==> src/rtl/ex_sequencer_if.sv <==
// ex_sequencer_if: handshake and data bundle between the ID stage, the
// ex_sequencer, the ALU/condition tester, data memory and write-back.
//   master : instruction issuer / surrounding datapath (drives the instruction
//            fields, ALU flags, condition result and wb_ready)
//   slave  : ex_sequencer (drives ex_ready, rf_flags, dm strobes, wb_valid,
//            wb_taken)
interface ex_sequencer_if;
  logic       id_valid;
  logic       ex_ready;
  logic [1:0] uc_CLASS;
  logic       uc_WF;
  logic [3:0] alu_flags;
  logic       tf_out;
  logic [3:0] rf_flags;
  logic       dm_read_file;
  logic       dm_write_file;
  logic       wb_valid;
  logic       wb_ready;
  logic       wb_taken;

  modport master (
    output id_valid, uc_CLASS, uc_WF, alu_flags, tf_out, wb_ready,
    input  ex_ready, rf_flags, dm_read_file, dm_write_file, wb_valid, wb_taken
  );

  modport slave (
    input  id_valid, uc_CLASS, uc_WF, alu_flags, tf_out, wb_ready,
    output ex_ready, rf_flags, dm_read_file, dm_write_file, wb_valid, wb_taken
  );
endinterface

==> src/rtl/ex_sequencer.sv <==
// ex_sequencer: multi-cycle EX-stage controller. Accepts one decoded
// instruction at a time (IDLE), runs a one-cycle EXEC step, holds the
// data-memory strobe for MEM_LAT cycles on loads/stores (MEM), then offers a
// single write-back handshake (DONE). Owns the {O,S,C,Z} flag register.
// All outputs are registered.
// Ports:
//   CLK          clock, rising edge
//   RST          asynchronous active-high reset
//   bus          ex_sequencer_if.slave (instruction in, flags, dm strobes, wb)
//   ex_busy_cnt  only with EX_PERF_CNT_EN defined: saturating count of
//                non-IDLE cycles
// Parameters: MEM_LAT (1..15) memory access cycles, CNT_W wait counter width.
// Optional feature macro: EX_PERF_CNT_EN.
module ex_sequencer #(
  parameter int unsigned MEM_LAT = 2,
  parameter int unsigned CNT_W   = 4
) (
  input  logic CLK,
  input  logic RST,
  ex_sequencer_if.slave bus
`ifdef EX_PERF_CNT_EN
  ,
  output logic [15:0] ex_busy_cnt
`endif
);

  typedef enum logic [1:0] {IDLE, EXEC, MEM, DONE} state_t;
  typedef enum logic [1:0] {CL_ALU, CL_LOAD, CL_STORE, CL_BRANCH} class_t;

  localparam logic [CNT_W-1:0] CNT_INIT = CNT_W'(MEM_LAT - 1);

  state_t           r_state;
  class_t           r_class;
  logic             r_wf;
  logic [3:0]       r_flags;
  logic             r_ready;
  logic             r_rd;
  logic             r_wr;
  logic             r_wbv;
  logic             r_taken;
  logic [CNT_W-1:0] r_cnt;

  always_ff @(posedge CLK or posedge RST) begin
    if (RST) begin
      r_state <= IDLE;
      r_class <= CL_ALU;
      r_wf    <= 1'b0;
      r_flags <= '0;
      r_ready <= 1'b1;
      r_rd    <= 1'b0;
      r_wr    <= 1'b0;
      r_wbv   <= 1'b0;
      r_taken <= 1'b0;
      r_cnt   <= '0;
    end else begin
      case (r_state)
        IDLE: begin
          if (bus.id_valid) begin
            r_class <= class_t'(bus.uc_CLASS);
            r_wf    <= bus.uc_WF;
            r_ready <= 1'b0;
            r_state <= EXEC;
          end
        end
        EXEC: begin
          case (r_class)
            CL_ALU: begin
              if (r_wf) r_flags <= bus.alu_flags;
              r_wbv   <= 1'b1;
              r_state <= DONE;
            end
            CL_BRANCH: begin
              r_taken <= bus.tf_out;
              r_wbv   <= 1'b1;
              r_state <= DONE;
            end
            CL_LOAD, CL_STORE: begin
              // Strobe is registered here so it is high from the first MEM cycle.
              r_cnt   <= CNT_INIT;
              r_rd    <= (r_class == CL_LOAD);
              r_wr    <= (r_class == CL_STORE);
              r_state <= MEM;
            end
          endcase
        end
        MEM: begin
          if (r_cnt == '0) begin
            r_rd    <= 1'b0;
            r_wr    <= 1'b0;
            r_wbv   <= 1'b1;
            r_state <= DONE;
          end else begin
            r_cnt <= r_cnt - 1'b1;
          end
        end
        DONE: begin
          if (bus.wb_ready) begin
            r_wbv   <= 1'b0;
            r_taken <= 1'b0;
            r_ready <= 1'b1;
            r_state <= IDLE;
          end
        end
        default: r_state <= IDLE;
      endcase
    end
  end

  assign bus.ex_ready      = r_ready;
  assign bus.rf_flags      = r_flags;
  assign bus.dm_read_file  = r_rd;
  assign bus.dm_write_file = r_wr;
  assign bus.wb_valid      = r_wbv;
  assign bus.wb_taken      = r_taken;

`ifdef EX_PERF_CNT_EN
  logic [15:0] r_busy_cnt;

  always_ff @(posedge CLK or posedge RST) begin
    if (RST) begin
      r_busy_cnt <= '0;
    end else if (r_state != IDLE && r_busy_cnt != '1) begin
      r_busy_cnt <= r_busy_cnt + 16'd1;
    end
  end

  assign ex_busy_cnt = r_busy_cnt;
`endif

endmodule

==> src/flat_wrapper.sv <==
// flat-port wrapper written by rule: the top's interface ports become plain ports
module ex_sequencer_flat 
#(
  parameter int unsigned MEM_LAT = 2,
  parameter int unsigned CNT_W   = 4
)
  (CLK, RST, bus_id_valid, bus_uc_CLASS, bus_uc_WF, bus_alu_flags, bus_tf_out, bus_wb_ready, bus_ex_ready, bus_rf_flags, bus_dm_read_file, bus_dm_write_file, bus_wb_valid, bus_wb_taken);
  ex_sequencer_if bus_i ();
  input  logic CLK;
  input  logic RST;
  input wire logic [$bits(bus_i.id_valid)-1:0] bus_id_valid;
  input wire logic [$bits(bus_i.uc_CLASS)-1:0] bus_uc_CLASS;
  input wire logic [$bits(bus_i.uc_WF)-1:0] bus_uc_WF;
  input wire logic [$bits(bus_i.alu_flags)-1:0] bus_alu_flags;
  input wire logic [$bits(bus_i.tf_out)-1:0] bus_tf_out;
  input wire logic [$bits(bus_i.wb_ready)-1:0] bus_wb_ready;
  output wire logic [$bits(bus_i.ex_ready)-1:0] bus_ex_ready;
  output wire logic [$bits(bus_i.rf_flags)-1:0] bus_rf_flags;
  output wire logic [$bits(bus_i.dm_read_file)-1:0] bus_dm_read_file;
  output wire logic [$bits(bus_i.dm_write_file)-1:0] bus_dm_write_file;
  output wire logic [$bits(bus_i.wb_valid)-1:0] bus_wb_valid;
  output wire logic [$bits(bus_i.wb_taken)-1:0] bus_wb_taken;
  assign bus_i.id_valid = bus_id_valid;
  assign bus_i.uc_CLASS = bus_uc_CLASS;
  assign bus_i.uc_WF = bus_uc_WF;
  assign bus_i.alu_flags = bus_alu_flags;
  assign bus_i.tf_out = bus_tf_out;
  assign bus_i.wb_ready = bus_wb_ready;
  assign bus_ex_ready = bus_i.ex_ready;
  assign bus_rf_flags = bus_i.rf_flags;
  assign bus_dm_read_file = bus_i.dm_read_file;
  assign bus_dm_write_file = bus_i.dm_write_file;
  assign bus_wb_valid = bus_i.wb_valid;
  assign bus_wb_taken = bus_i.wb_taken;
  ex_sequencer #(.MEM_LAT(MEM_LAT), .CNT_W(CNT_W)) u_core (.CLK(CLK), .RST(RST), .bus(bus_i));
endmodule
==> config.mk <==
export PLATFORM = sky130hd
export DESIGN_NAME = ex_sequencer_flat
export DESIGN_NICKNAME = d
export VERILOG_FILES = /design/src/rtl/ex_sequencer_if.sv /design/src/rtl/ex_sequencer.sv /design/src/flat_wrapper.sv
export SDC_FILE = /design/constraint.sdc
export NUM_CORES = 1
export LEC_CHECK = 0
export CORE_UTILIZATION = 45
export DETAILED_ROUTE_END_ITERATION = 12
export GPL_ROUTABILITY_DRIVEN = 0
export PLACE_DENSITY = 0.82
export SETUP_SLACK_MARGIN = 0.4
export SLEW_MARGIN = 5
export SYNTH_ARGS = -nofsm -noshare
export SYNTH_HDL_FRONTEND = slang
export SYNTH_SLANG_ARGS = --single-unit
==> constraint.sdc <==
create_clock -name CLK -period 2.55 [get_ports CLK]
set_input_delay 0.51 -clock CLK [delete_from_list [all_inputs] [get_ports CLK]]
set_output_delay 0.51 -clock CLK [all_outputs]
set_load 0.03 [all_outputs]
==> impl_metrics.json <==
{
  "hold_depth": 1,
  "synth_top_family_by_area": "compound AO/OA/AOI/OAI gates",
  "slew_headroom_pct": 55.9,
  "maxCapViolCount": 0,
  "p_comb_share_pct": 58.8,
  "track_usage_pct": 20.1,
  "critPathMaxStageDelay_ns": 0.67,
  "period_needed_ns": 2.02,
  "criticalPathCategory": "flop to output port",
  "p_sw_mw": 0.724,
  "cts.sinks": 18,
  "grt_max_degree": 19,
  "worstSkewPairLatency_ns": 0.29,
  "cp_slowest_cell": "clkdlybuf4s50_1",
  "finalClockSkew_ns": 0.00590,
  "die_y_um": 49.3,
  "ys_warn_count": 0,
  "hp-start": "u_core.bus.rf_flags[1]",
  "netlist_area_um2": 1010,
  "routed_wl_mm": 1.91,
  "synth_top_area_cell": "dfrtp_1",
  "drc": 0,
  "clk_pin_slew_ns": 0.10,
  "synthCells": 96,
  "ys_seq_area_share_pct": 44.8,
  "cts-buffers-inserted": 3,
  "die-area_um2": 2430,
  "syn_nets": 119,
  "p_clk_share_pct": 9.0,
  "synthAdderAreaFrac_pct": 13.7,
  "end_kind": "output port",
  "setup_viol": 0,
  "synth_xor_area_share_pct": 0,
  "hold_slack_ns": 0.511,
  "drive_above_1_share_pct": 11.0,
  "synth-seq-cells": 18,
  "cts_tree": "built",
  "first_global_vias": 846,
  "crit_fanout": 3,
  "fin_total_pwr_mw": 1.63,
  "coreArea_um2": 2040,
  "switching_share_pct": 44.4,
  "power.density_nw_per_um2": 1300,
  "fmaxAchievable_mhz": 495,
  "ys_top_cells_by_area": "dfrtp_1 42%, ha_1 14%, mux2_2 7.8%, inv_1 4.1%, a21oi_1 3.5%",
  "reg2reg_from": "u_core.r_cnt[0]",
  "synthMuxAreaShare_pct": 7.83,
  "htreeDepth": 1,
  "arrival_ns": 1.51,
  "area_growth_pct": 25.1,
  "nFillCells": 173,
  "synth_top_area_share_pct": 42.2,
  "synthDistinctLibCells": 24,
  "setup-tns-final_ns": 0,
  "first_pass_iters": 4,
  "r2r_slack_ns": 0.79,
  "crit_family": "buffers and inverters",
  "initial_core_util_pct": 49.3,
  "wire_per_inst_um": 13.2,
  "detailedPlacementHpwl_mm": 1.53,
  "grt-ovfl-total": 0,
  "final_core_util_pct": 61.7,
  "synth_compound_area_share_pct": 16.8,
  "hold_path_class": "flop to flop",
  "drtAntennaViolNets": 0,
  "root_buffer": "clkbuf_4",
  "p_seq_share_pct": 32.2,
  "status": "complete, no violations",
  "grt_setup_unrepaired": "false",
  "hold_path_end": "u_core.bus.rf_flags[1]",
  "dp.cells": 141,
  "synth-simple-area-share_pct": 12.0,
  "timing.final.ws_setup_ns": 0.530,
  "stdcell_count": 145,
  "num_antenna_cells": 0,
  "vdd_drop_max_mv": 0.663,
  "hold_buffers": 0,
  "port_buffers": 20,
  "cts_resized": 0,
  "finalInstanceArea_um2": 1260,
  "tightest_slew_ns": 0.660,
  "crit_chain": "clkdlybuf4s50_1",
  "fin_crit_sh_pct": 79.2,
  "cts_setup_buffers": 0,
  "startpoint_type": "flop",
  "r2r_end": "u_core.r_state[0]",
  "cts_buffer_depth": 2,
  "p_int_mw": 0.908,
  "synth.avg_cell_area_um2": 10.5,
  "antenna_found_initial": 0,
  "place_ws_ns": 0.784,
  "grt_pass1_wl_mm": 3.68,
  "die_x_um": 49.3,
  "required_ns": 2.04,
  "worstRegToRegCells": 6,
  "row_count": 16,
  "placedInstanceArea_um2": 1230,
  "drv_slew": 0,
  "finalHoldViolations": 0,
  "first_iter_violations": 11,
  "vias_per_cell": 5.32,
  "path_buf_inv": 1,
  "pin_count": 21,
  "p_leak_nw": 0.561,
  "vias": 771,
  "nNetsFinal": 142
}
## Yosys cell counts, drive strengths merged
| library cell | count |
|---|---|
| dfrtp | 17 |
| ha | 11 |
| inv | 11 |
| a21oi | 7 |
| mux2 | 7 |
| nand2 | 7 |
| o21ai | 7 |
| nor2b | 5 |
| a31oi | 4 |
| o2bb2ai | 3 |
| clkbuf | 2 |
| nand3 | 2 |
| nor2 | 2 |
| or3 | 2 |
| a221oi | 1 |
| and4b | 1 |
| dfstp | 1 |
| nand2b | 1 |
| nand4 | 1 |
| o211ai | 1 |
| o22ai | 1 |
| o31ai | 1 |
| or3b | 1 |
## worst reg2reg max path: cells and delay by family, from the launching register on
| family | cells | cell delay, ns |
|---|---|---|
| compound gates | 2 | 0.32 |
| fa+ha+maj | 1 | 0.18 |
| buf+inv | 1 | 0.09 |
| flops | 1 | 0.41 |
| simple gates | 2 | 0.66 |
## state kept, by name, summed over array words and instances, names as in the netlist
register                  count
u_core.bus.ex_ready           1
u_core.bus.dm_read_file       1
u_core.bus.wb_taken           1
u_core.r_state                2
u_core.bus.dm_write_file      1
u_core.r_class                2
u_core.bus.wb_valid           1
u_core.r_wf                   1
u_core.r_cnt                  4
u_core.bus.rf_flags           4
## power by group through the flow
stage          Clock [mW]  Combinational (mW)  Sequential (mW)
3_5_place_dp            0               0.962            0.532
5_1_grt             0.169                1.08            0.546
6_report            0.147               0.960            0.526
3_3_place_gp            0               0.918            0.520
2_1_floorplan           0               0.577            0.629
4_1_cts             0.150               0.967            0.526
## layout by cell type, fill, tap and decap left out
| cell type | instances |
|---|---|
| a221oi_4 | 1 |
| inv_1 | 11 |
| o2bb2ai_1 | 3 |
| o31ai_1 | 1 |
| nand4_1 | 1 |
| clkbuf_1 | 1 |
| o22ai_1 | 1 |
| nand2b_1 | 1 |
| nor2b_1 | 5 |
| ha_1 | 11 |
| o21ai_0 | 6 |
| and4b_1 | 1 |
| mux2_2 | 7 |
| clkbuf_4 | 3 |
| clkdlybuf4s50_1 | 20 |
| nand3_1 | 2 |
| o21ai_1 | 1 |
| dfrtp_1 | 17 |
| dfstp_2 | 1 |
| nor2_1 | 2 |
| nand2_1 | 7 |
| or3_1 | 2 |
| a21oi_1 | 7 |
| a31oi_1 | 4 |
| or3b_4 | 1 |
| o211ai_1 | 1 |
## kinds of logic (layout without fill, tap and decap cells)
kind of cell / count (synthesis) / after routing
AOI/OAI and AO/OA: 25 / 25
DFF: 18 / 18
adders and majority gates: 11 / 11
buffers and inverters: 13 / 35
muxes: 7 / 7
and+or+nand+nor: 22 / 22
## how the worst max path moves through the flow
stage	startpoint	endpoint	slack (ns)	cells after the start
detailed placement	bus_id_valid	u_core.r_state[0]	0.78	5
global placement	bus_id_valid	u_core.r_state[0]	0.83	5
CTS	u_core.bus.ex_ready	bus_ex_ready	0.52	1
global route	u_core.bus.ex_ready	bus_ex_ready	0.48	1
finish	u_core.bus.ex_ready	bus_ex_ready	0.53	1
floorplan	u_core.r_cnt[0]	u_core.r_state[0]	0.91	6
## metal layers
metal  track usage (%)  wire, µm
met2              34.7       942
met4              6.37        15
met3              5.30        76
met1              24.0       876
met5                 0         0
## cell type report
class	count	area, µm²	area share, %
sequential	18	452	35.8
tap	27	33.8	2.68
clock buffer	4	26.3	2.09
inverter	11	41.3	3.28
multi-input combinational	65	507	40.2
timing repair buffer	20	200	15.9
Note: power is estimated with default switching activity, not from simulation.
